==> config.mk <==
export PLATFORM = sky130hd
export DESIGN_NAME = fir_ss_ingress
export DESIGN_NICKNAME = d
export VERILOG_FILES = /design/src/rtl/fir_ss_ingress.sv
export SDC_FILE = /design/constraint.sdc
export NUM_CORES = 1
export LEC_CHECK = 0
export CORE_MARGIN = 2
export CORE_UTILIZATION = 45
export CTS_BUF_LIST = sky130_fd_sc_hd__clkbuf_4 sky130_fd_sc_hd__clkbuf_8
export DETAILED_ROUTE_END_ITERATION = 6
export SYNTH_ARGS = -nofsm -noshare
export SYNTH_HDL_FRONTEND = slang
export SYNTH_SLANG_ARGS = --single-unit
==> constraint.sdc <==
create_clock -name axis_clk -period 7.2 [get_ports axis_clk]
set_input_delay 1.44 -clock axis_clk [delete_from_list [all_inputs] [get_ports axis_clk]]
set_output_delay 1.44 -clock axis_clk [all_outputs]
set_load 0.005 [all_outputs]
==> src/rtl/fir_ss_ingress.sv <==
// fir_ss_ingress: input conditioning ahead of the FIR ss_* AXI-Stream port.
// Buffers upstream samples in a show-ahead FIFO and admits exactly cfg_len
// samples per run. m_tlast is generated locally on sample cfg_len-1, and
// upstream tlast mismatches raise a sticky error flag.
//
// Ports:
//   axis_clk, axis_rst_n        clock, async active-low reset
//   cfg_start, cfg_len          run start pulse and run length
//   s_tvalid/tdata/tlast/tready upstream AXI-Stream (tlast only checked)
//   m_tvalid/tdata/tlast/tready downstream AXI-Stream to the FIR
//   busy, done, err_tlast       status: running, end-of-run pulse, tlast error
//   level                       FIFO occupancy 0..DEPTH
//
// Build option FIR_INGRESS_ZPAD_EN: an early upstream tlast stops intake and
// the run is completed with zero samples so the FIR still gets cfg_len.
module fir_ss_ingress #(
    parameter int pDATA_WIDTH = 32,
    parameter int pFIFO_AW    = 3
) (
    input  logic                   axis_clk,
    input  logic                   axis_rst_n,
    input  logic                   cfg_start,
    input  logic [31:0]            cfg_len,
    input  logic                   s_tvalid,
    input  logic [pDATA_WIDTH-1:0] s_tdata,
    input  logic                   s_tlast,
    output logic                   s_tready,
    output logic                   m_tvalid,
    output logic [pDATA_WIDTH-1:0] m_tdata,
    output logic                   m_tlast,
    input  logic                   m_tready,
    output logic                   busy,
    output logic                   done,
    output logic                   err_tlast,
    output logic [pFIFO_AW:0]      level
);

    localparam int DEPTH = 2 ** pFIFO_AW;
    localparam logic [pFIFO_AW:0] LVL_FULL = (pFIFO_AW + 1)'(DEPTH);

    typedef enum logic [1:0] {
        ST_IDLE  = 2'd0,
        ST_RUN   = 2'd1,
        ST_DRAIN = 2'd2,
        ST_PAD   = 2'd3
    } state_t;

    state_t state_q, state_d;

    logic [pDATA_WIDTH-1:0] mem_q [DEPTH];

    logic [pFIFO_AW-1:0] wr_ptr_q, wr_ptr_d;
    logic [pFIFO_AW-1:0] rd_ptr_q, rd_ptr_d;
    logic [pFIFO_AW:0]   level_q, level_d;
    logic [31:0]         in_cnt_q, in_cnt_d;
    logic [31:0]         out_cnt_q, out_cnt_d;
    logic [31:0]         len_q, len_d;
    logic                err_q, err_d;
    logic                done_q, done_d;

    logic                   s_tready_o;
    logic                   busy_o;
    logic                   pad_mode;
    logic                   not_full;
    logic                   push;
    logic                   pad_wr;
    logic                   wr_en;
    logic                   pop;
    logic                   last_in;
    logic                   last_pop;
    logic                   start_idle;
    logic [pDATA_WIDTH-1:0] wr_data;

    // ------------------------------------------------------------------
    // Handshake and FIFO control
    // ------------------------------------------------------------------
    assign not_full   = (level_q != LVL_FULL);
    assign m_tvalid   = (level_q != '0);
    // Gate the head so an empty FIFO shows zero rather than stale memory.
    assign m_tdata    = m_tvalid ? mem_q[rd_ptr_q] : '0;
    assign m_tlast    = m_tvalid & (out_cnt_q == len_q - 32'd1);
    assign push       = s_tvalid & s_tready_o;
    assign pop        = m_tvalid & m_tready;
    assign last_in    = (in_cnt_q == len_q - 32'd1);
    assign last_pop   = pop & m_tlast;
    assign start_idle = cfg_start & (state_q == ST_IDLE);

`ifdef FIR_INGRESS_ZPAD_EN
    // Padding writes a zero sample per cycle while there is room.
    assign pad_wr  = pad_mode & not_full;
    assign wr_data = pad_wr ? '0 : s_tdata;
`else
    assign pad_wr  = 1'b0;
    assign wr_data = s_tdata;
`endif

    assign wr_en = push | pad_wr;

    assign s_tready  = s_tready_o;
    assign busy      = busy_o;
    assign done      = done_q;
    assign err_tlast = err_q;
    assign level     = level_q;

    // ------------------------------------------------------------------
    // FSM: state register
    // ------------------------------------------------------------------
    always_ff @(posedge axis_clk or negedge axis_rst_n) begin
        if (!axis_rst_n) begin
            state_q <= ST_IDLE;
        end else begin
            state_q <= state_d;
        end
    end

    // ------------------------------------------------------------------
    // FSM: next-state logic
    // ------------------------------------------------------------------
    always_comb begin
        state_d = state_q;
        unique case (state_q)
            ST_IDLE: begin
                if (cfg_start && (cfg_len != 32'd0)) begin
                    state_d = ST_RUN;
                end
            end
            ST_RUN: begin
                if (push) begin
                    if (last_in) begin
                        state_d = ST_DRAIN;
                    end
`ifdef FIR_INGRESS_ZPAD_EN
                    else if (s_tlast) begin
                        state_d = ST_PAD;
                    end
`endif
                end
            end
            ST_PAD: begin
                if (wr_en && last_in) begin
                    state_d = ST_DRAIN;
                end
            end
            ST_DRAIN: begin
                if (last_pop) begin
                    state_d = ST_IDLE;
                end
            end
            default: state_d = ST_IDLE;
        endcase
    end

    // ------------------------------------------------------------------
    // FSM: outputs
    // ------------------------------------------------------------------
    always_comb begin
        s_tready_o = 1'b0;
        busy_o     = 1'b0;
        pad_mode   = 1'b0;
        unique case (state_q)
            ST_IDLE: begin
                busy_o = 1'b0;
            end
            ST_RUN: begin
                busy_o     = 1'b1;
                s_tready_o = not_full & (in_cnt_q < len_q);
            end
            ST_PAD: begin
                busy_o   = 1'b1;
                pad_mode = 1'b1;
            end
            ST_DRAIN: begin
                busy_o = 1'b1;
            end
            default: begin
                busy_o = 1'b0;
            end
        endcase
    end

    // ------------------------------------------------------------------
    // Datapath next-state
    // ------------------------------------------------------------------
    always_comb begin
        wr_ptr_d  = wr_ptr_q;
        rd_ptr_d  = rd_ptr_q;
        level_d   = level_q;
        in_cnt_d  = in_cnt_q;
        out_cnt_d = out_cnt_q;
        len_d     = len_q;
        err_d     = err_q;
        done_d    = 1'b0;

        if (start_idle) begin
            err_d = 1'b0;
            if (cfg_len != 32'd0) begin
                len_d     = cfg_len;
                in_cnt_d  = 32'd0;
                out_cnt_d = 32'd0;
            end else begin
                done_d = 1'b1;
            end
        end

        if (wr_en) begin
            wr_ptr_d = wr_ptr_q + 1'b1;
            in_cnt_d = in_cnt_q + 32'd1;
        end

        if (pop) begin
            rd_ptr_d  = rd_ptr_q + 1'b1;
            out_cnt_d = out_cnt_q + 32'd1;
        end

        unique case ({wr_en, pop})
            2'b10:   level_d = level_q + 1'b1;
            2'b01:   level_d = level_q - 1'b1;
            default: level_d = level_q;
        endcase

        // tlast must be high on exactly the final sample of the run.
        if (push && (s_tlast != last_in)) begin
            err_d = 1'b1;
        end

        if ((state_q == ST_DRAIN) && last_pop) begin
            done_d = 1'b1;
        end
    end

    // ------------------------------------------------------------------
    // Registers
    // ------------------------------------------------------------------
    always_ff @(posedge axis_clk or negedge axis_rst_n) begin
        if (!axis_rst_n) begin
            wr_ptr_q  <= '0;
            rd_ptr_q  <= '0;
            level_q   <= '0;
            in_cnt_q  <= '0;
            out_cnt_q <= '0;
            len_q     <= '0;
            err_q     <= 1'b0;
            done_q    <= 1'b0;
        end else begin
            wr_ptr_q  <= wr_ptr_d;
            rd_ptr_q  <= rd_ptr_d;
            level_q   <= level_d;
            in_cnt_q  <= in_cnt_d;
            out_cnt_q <= out_cnt_d;
            len_q     <= len_d;
            err_q     <= err_d;
            done_q    <= done_d;
        end
    end

    // Storage needs no reset: level_q gates every read.
    always_ff @(posedge axis_clk) begin
        if (wr_en) begin
            mem_q[wr_ptr_q] <= wr_data;
        end
    end

endmodule

# Word-level counts from Yosys, hierarchy flattened
# Memories as Yosys holds them, arrays and structs flattened.
# Index checks and enable logic that the tools add are counted.
# Widths: inputs -> output; s select.
dict set report word_totals {
  reg_bits 110
  ram_bits 256
  in_bits 70
  output_inout_bits 42
  elab_cells 77
  n_memories 1
}
dict set report classes {
  n_addsub 7
  n_lt_le_gt_ge 1
  n_eq_ne 14
  muxes 21
  bitwise_logic 6
  n_reduce_logical 18
}
# name depth width rd rd_ports_with_merged_regs wr line
set memory_table {}
lappend memory_table {mem_q 8 32 1 0 1 50} ;# logic [pDATA_WIDTH-1:0] mem_q [DEPTH];
# cell count
set op_table {}
lappend op_table {{$mux 32} 5}
lappend op_table {{$add 32x1->32 const B} 2}
lappend op_table {{$eq 32x32->1} 2}
lappend op_table {{$lt 32x32->1} 1}
lappend op_table {{$reduce_bool 32->1} 1}
lappend op_table {{$sub 32x1->32 const B} 1}
lappend op_table {{$reduce_bool 2->1} 6}
lappend op_table {{$mux 2} 5}
lappend op_table {{$mux 1} 8}
lappend op_table {{$ne 2x2->1 const B} 4}
lappend op_table {{$pmux 2 s4} 1}
lappend op_table {{$pmux 4 s2} 1}
lappend op_table {{$add 3x1->3 const B} 2}
lappend op_table {{$and 1x1->1} 6}
lappend op_table {{$eq 2x2->1 const B} 3}
lappend op_table {{$reduce_and 2->1} 3}
lappend op_table {{$reduce_and 5->1} 1}
lappend op_table {{$add 4x1->4 const B} 1}
lappend op_table {{$eq 2x1->1 const B} 2}
lappend op_table {{$logic_and 1x1->1} 4}
lappend op_table {{$ne 4x4->1 const B} 1}
lappend op_table {{$reduce_bool 4->1} 1}
lappend op_table {{$sub 4x1->4 const B} 1}
lappend op_table {{$reduce_or 3->1} 1}
lappend op_table {{other kinds (4)} 4}

# Longest topological paths before layout
# Gate-level depths: netlist of the first run.
dict set report depth {
  depth_word 7
  ltp_mapped 19
  ltp_nobuf 16
}

# Least setup slack after synthesis of the first run
# No wires, ideal clock.
dict set report synth_timing {
  kind {reg-to-reg}
  startpoint {register len_q[10]}
  endpoint {memory mem_q[4][0] (enable)}
  setup_ns 0.513
  arrival_time_ns 5.821
  required_ns 6.687
  setup_slack_ns 0.866
  stages_incl_launch_ff 13
  n_path_buf 2
  synth_period_minus_slack_ns 6.334
  path_cell_list {dfrtp_1 > inv_1 > ha_1 > a21o_1 > a221o_1 > a221oi_1 > o21ai_0 > o211ai_1 > and3_1 > buf_4 > inv_2 > clkbuf_1 > nor4b_1}
}
dict set report synth_via {
  elab_chain_len 6
}
# item line
set synth_lines {}
lappend synth_lines {{from (decl)} 57} ;# logic [31:0] len_q, len_d;
lappend synth_lines {{from (signal assigned)} 250} ;# len_q <= len_d;
lappend synth_lines {{$lt 32x32->1} 166} ;# s_tready_o = not_full & (in_cnt_q < len_q);
lappend synth_lines {{$and 1x1->1} 166}
lappend synth_lines {{$mux 1} 160} ;# unique case (state_q)
lappend synth_lines {{$and 1x1->1} 82} ;# assign push = s_tvalid & s_tready_o;
lappend synth_lines {{$mux 1} 258} ;# if (wr_en) begin
lappend synth_lines {{$mux 1 (implied by the code)} 259} ;# mem_q[wr_ptr_q] <= wr_data;
lappend synth_lines {{to (decl)} 50}
# No other way between the ends.

# Worst setup path after layout of the first run
dict set report layout_timing {
  startpoint {register len_q[0]}
  endpoint {output m_tlast}
}
dict set report layout_via {
  elab_chain_len 3
}
# item line
set layout_lines {}
lappend layout_lines {{$sub 32x1->32} 81} ;# assign m_tlast = m_tvalid & (out_cnt_q == len_q - 32'd1);
lappend layout_lines {{$eq 32x32->1} 81}
lappend layout_lines {{$and 1x1->1} 81}
lappend layout_lines {{to (decl)} 30} ;# output logic m_tlast,
# No other way between the ends.

==> results of run 1 <==
-- flip-flops by register name (all words and copies together), names as in the netlist, 2 cells and up --
signal     cells
in_cnt_q      32
wr_ptr_q       3
mem_q        256
rd_ptr_q       3
out_cnt_q     32
len_q         32
state_q        2
level          4
-- power groups by stage --
stage | clock network [mW] | logic (mW) | registers [mW]
floorplan | 0 | 1.76 | 2.78
global placement | 0 | 2.46 | 3.05
detailed placement | 0 | 2.46 | 3.06
CTS | 2.05 | 2.48 | 3.02
global route | 2.14 | 2.67 | 3.07
finish | 1.99 | 2.44 | 3.01
-- cell usage in the layout, fill, tap and decap left out, types with 23 or more instances in the layout --
cell type,synthesis,routed
clkbuf_8,4,70
inv_1,49,49
nor2_1,70,69
mux4_2,64,64
and3_1,29,29
xor2_1,23,23
nor3_1,27,24
xnor2_1,55,55
ha_1,40,40
edfxtp_1,256,256
clkbuf_4,0,28
nand3_1,59,59
o21ai_0,55,55
mux2_2,34,34
mux2i_1,51,51
nand2_1,90,90
clkdlybuf4s50_1,0,110
nand4_1,39,39
dfrtp_1,110,107
-- worst max-delay path: stages, from the launching register on --
cell,delay [ns]
dfrtp_1,0.46
inv_1,0.09
ha_1,0.29
nor2b_1,0.17
buf_4,0.20
and4_1,0.40
nand4_1,0.20
xnor2_1,0.19
nor4b_1,0.42
nand4_1,0.18
or2_1,0.27
nor2_1,0.09
clkdlybuf4s50_1,0.51
-- logic make-up (layout without fill, tap and decap cells) --
kind of cell,after synthesis,after routing
AO/OA/AOI/OAI,175,175
XOR/XNOR,80,80
adder cells (fa/ha/maj),41,41
buffers and inverters,126,295
flip-flops,366,366
multiplexers,149,149
AND/OR/NAND/NOR,424,424
-- stage by stage --
| step | utilization, % | cells | total power, mW |
|---|---|---|---|
| 2_1_floorplan | - | 1361 | 4.54 |
| 3_3_place_gp | 49.6 | 1939 | 5.50 |
| 3_5_place_dp | 49.6 | 1939 | 5.52 |
| 4_1_cts | 53.0 | 2055 | 7.55 |
| 5_1_grt | 53.0 | 2055 | 7.89 |
| 6_report | 53.0 | 2055 | 7.45 |
-- worst paths after layout --
check,start,to,depth (start not counted)
max in group asynchronous,axis_rst_n,len_q[11]$_DFFE_PN0P_,2
worst min-delay path,out_cnt_q[30]$_DFFE_PN0P_,out_cnt_q[30]$_DFFE_PN0P_,1
worst max-delay path,len_q[0]$_DFFE_PN0P_,m_tlast,12
worst max register to register,len_q[9]$_DFFE_PN0P_,mem_q[4][29]$_DFFE_PP_,12
worst min register to register,out_cnt_q[30]$_DFFE_PN0P_,out_cnt_q[30]$_DFFE_PN0P_,1
min in group asynchronous,axis_rst_n,in_cnt_q[24]$_DFFE_PN0P_,1
-- layer usage --
layer	global-route usage, %	wire length, um	up-vias
li1	-	-	5484
met1	28.8	19300	5835
met2	36.7	22600	281
met3	5.47	2410	94
met4	8.84	1560	4
met5	0	26	-
-- final cells by class --
class	count	area [um^2]	area share, %
Clock buffer	98	1170	5.56
Clock inverter	18	166	0.789
Inverter	51	191	0.907
Multi-Input combinational cell	869	7230	34.3
Sequential cell	366	10400	49.5
Tap cell	525	657	3.11
Timing Repair Buffer	128	1240	5.86
==> impl_metrics.toml, run 1 <==
[synthesis]
yosysMostFrequentCell = "edfxtp_1"
synthTopCellsByCount = "edfxtp_1, dfrtp_1, nand2_1"
synth_xor_area_share_pct = 4.01
synth_area_mm2 = 0.0182
yosys_warnings = 0
ys_types = 84
ys_ff_latch = 366
syn_avg_cell_area_um2 = 13.4
synth_top_cell_by_area = "edfxtp_1"
synthTopCellsByArea = "edfxtp_1, dfrtp_1, mux4_2"
synth-compound-area-share_pct = 6.42
synth_edf_count = 256
yosysSeqAreaShare_pct = 57.4
yosys.area_share.simple_pct = 13.3
synth_top_family_by_area = "simple AND/OR/NAND/NOR gates"
synthAdderAreaFrac_pct = 2.86
muxShareOfSynthArea_pct = 12.8
syn-num-nets = 1472
synth_top_cell_area_share_pct = 42.3
async_flop_share_pct = 30.1
synth_ff_type = "edfxtp_1"
synthCells = 1361

[sta]
drv_slew = 0
final-setup-viol-count = 0
setup_tns_ns = 0
rsz0062_at_grt = "no"
period_share_pct = 76.8
slew_headroom_pct = 42.1
skew_ns = 0.0290
layout_min_cycle_time_ns = 5.53
fmax_mhz = 181
finalHoldViolations = 0
setup_ws_ns = 1.67
whs_ns = 0.531
worstMarginPinSlew_ns = 0.861

[clock_tree]
cts_resized = 0
cts_tree = "built"
clock-sinks = 366
ctsHtreeMaxLevel = 3
holdBufCountCts = 0
clk_pin_slew_ns = 0.05
cts_setup_buffers = 0
cts_buffer_depth = 3
clk_latency_ns = 0.63
cts_buffers = 66
root_buffer = "clkbuf_8"

[setup_path]
rrSetupSlack_ns = 2.53
crit_path_end_kind = "output pin"
required_ns = 5.76
start_kind = "register"
crit_fanout = 11
cp_data_arrival_time_ns = 4.09
path_class = "reg -> out"

[pwr]
ir_drop_v = 0.000219
p_sw_share_pct = 33.5
power.switching_mw = 2.49
power_leakage_nw = 7.83
p_clk_share_pct = 26.7
power_density_mw_per_mm2 = 353
combPwrFrac_pct = 32.8
power.internal_mw = 4.95
p_seq_share_pct = 40.5

[drt]
dr.pass1.iters = 5
drt-initial-drc-count = 773
via_per_inst = 5.69
vias = 11698
wl_mm = 45.9
drc_errors = 0
wl_per_cell_um = 22.3
ant_nets = 0

[placement]
place_hpwl_mm = 30.5
pre_cts_slack_ns = 2.40
place_area_mm2 = 0.0198
gp_congestion = 0.918
portBuffers = 111

[finish]
nFillCells = 3452
syn2layout_area_growth_pct = 16.0
diodes = 0
layout.nets = 1593
postLayoutCellArea_mm2 = 0.0211
drive_above_1_share_pct = 17.9

[floorplanning]
start_util_pct = 45.7
die_w_um = 205
fp-row-count = 73
fp.dieH_um = 205
die_area_mm2 = 0.0420
core_area_mm2 = 0.0398
boundaryPins = 112

[worst_hold_path]
hp-class = "reg -> reg"

[grt]
antenna_found_initial = 2
track_usage_pct = 22.4
grt.overflow.total = 0
grt_pass1_wl_mm = 70.9
grt_pass1_vias = 11834
grt_max_degree = 59

[job]
drv_cap = 0

[outcome]
status = "finished clean"
Note: power is estimated with default switching activity, not from simulation.
==> run 2: changes to the inputs <==
clock period = 5.7 ns   (was 7.2 ns; I/O delays follow)
==> run 2 against run 1 <==
Final cell count hardly changed; utilization decreased by 0.12 points; non-clock buffer count is 8 higher; critical path type unchanged; highest routed layer unchanged.
==> impl_metrics.toml, run 2 (synthesis results as in run 1) <==
[grt]
grt.overflow.total = 0
grt_pass1_vias = 11769
antenna_found_initial = 2
grt_pass1_wl_mm = 69.4
grt_max_degree = 67
track_usage_pct = 21.8

[placement]
place_hpwl_mm = 30.1
portBuffers = 111
gp_congestion = 0.931

[drt]
wl_per_cell_um = 21.8
drc_errors = 0
met3WireLength_mm = 1.98
via_per_inst = 5.69
wl_mm = 44.8
ant_nets = 0
highest_layer = "met5"
dr.pass1.iters = 4
wl_met1_mm = 19.4
dr_wl_met2_mm = 21.8
vias = 11685
drt-initial-drc-count = 755

[floorplanning]
fp.dieH_um = 205
die_w_um = 205
fp-row-count = 73
start_util_pct = 45.7
core_area_mm2 = 0.0398
boundaryPins = 112
die_area_mm2 = 0.0420

[finish]
diodes = 0
nFillCells = 3444
drive_above_1_share_pct = 17.5
final_common_cell = "edfxtp_1"
layout.nets = 1594
regMostFlops = "mem_q"
syn2layout_area_growth_pct = 15.7
final_cell_mix = "edfxtp_1, clkdlybuf4s50_1, dfrtp_1"
fin_util_pct = 52.9
largest_reg_flops = 256

[clock_tree]
holdBufCountCts = 0
root_buffer = "clkbuf_8"
ctsHtreeMaxLevel = 2
cts_resized = 0
clk_latency_ns = 0.68
clock-sinks = 366
cts_tree = "built"
cts_setup_buffers = 0
cts_buffers = 59
cts_buffer_depth = 3
clk_pin_slew_ns = 0.06

[pwr]
power.switching_mw = 3.12
ir_drop_v = 0.000321
p_seq_share_pct = 41.4
power_density_mw_per_mm2 = 437
combPwrFrac_pct = 33.8
power.total_mw = 9.21
power.internal_mw = 6.08
p_clk_share_pct = 24.8
power_leakage_nw = 7.81
p_sw_share_pct = 33.9

[setup_path]
path_class = "reg -> out"
crit_path_end_kind = "output pin"
required_ns = 4.56
cp_data_arrival_time_ns = 4.08
start_kind = "register"
crit_fanout = 11

[outcome]
status = "finished clean"

[sta]
fmax_mhz = 192
slew_headroom_pct = 18.3
final-setup-viol-count = 0
skew_ns = 0.0364
drv_slew = 0
worstMarginPinSlew_ns = 1.21
rsz0062_at_grt = "no"
period_share_pct = 91.5
finalHoldViolations = 0
setup_tns_ns = 0
layout_min_cycle_time_ns = 5.22

[job]
drv_cap = 0

[worst_hold_path]
hp-class = "in -> async"
run 2: power by group through the flow:
stage | registers, mW | clock network [mW] | logic [mW]
after floorplan | 3.51 | 0 | 2.22
after global placement | 3.86 | 0 | 3.12
after detailed placement | 3.87 | 0 | 3.13
after CTS | 3.82 | 2.36 | 3.16
after global routing | 3.88 | 2.47 | 3.38
final | 3.82 | 2.28 | 3.11
run 2: critical path: stages (launching register included):
cell,delay [ns]
dfrtp_1,0.46
inv_1,0.09
ha_1,0.29
nor2b_1,0.16
buf_4,0.19
and4_1,0.39
nand4_1,0.26
xnor2_1,0.22
nor4_1,0.31
nand3_1,0.17
or2_1,0.25
nor2_1,0.09
clkdlybuf4s50_1,0.51
run 2: cell type report:
class                   instances  area (um^2)  area share, %
well taps                     525          657           3.12
flip-flops and latches        366        10400           49.6
clock inverters                29          211           1.00
inverters                      51          191          0.909
multi-input cells             869         7250           34.4
clock buffers                  78          980           4.65
repair buffers                136         1320           6.28
run 2: stage by stage:
step | cells | worst slack (ns) | area (um^2) | hold WS (ns)
after CTS | 2054 | 0.462 | 21100 | 0.208
after floorplan | 1361 | 0.210 | 18200 | 0.486
after global placement | 1947 | 1.28 | 19900 | 0.543
after global routing | 2054 | 0.108 | 21100 | 0.247
after detailed placement | 1947 | 1.23 | 19900 | 0.538
final | 2054 | 0.484 | 21100 | 0.264
run 2: routing by layer:
metal	global-route usage [%]	up-vias
li1	-	5487
met1	28.3	5839
met2	36.2	258
met3	3.93	97
met4	8.61	4
met5	0	-
run 2: final timing paths:
check / slack (ns) / to / startpoint / cells past startpoint
min in group axis_clk: 0.55 / out_cnt_q[3]$_DFFE_PN0P_ / out_cnt_q[3]$_DFFE_PN0P_ / 1
max in group asynchronous: 4.52 / rd_ptr_q[0]$_DFFE_PN0P_ / axis_rst_n / 2
min reg2reg: 0.55 / out_cnt_q[3]$_DFFE_PN0P_ / out_cnt_q[3]$_DFFE_PN0P_ / 1
min: 0.26 / in_cnt_q[29]$_DFFE_PN0P_ / axis_rst_n / 1
max: 0.48 / m_tlast / len_q[0]$_DFFE_PN0P_ / 12
max reg2reg: 1.60 / level[3]$_DFFE_PN0P_ / len_q[9]$_DFFE_PN0P_ / 16
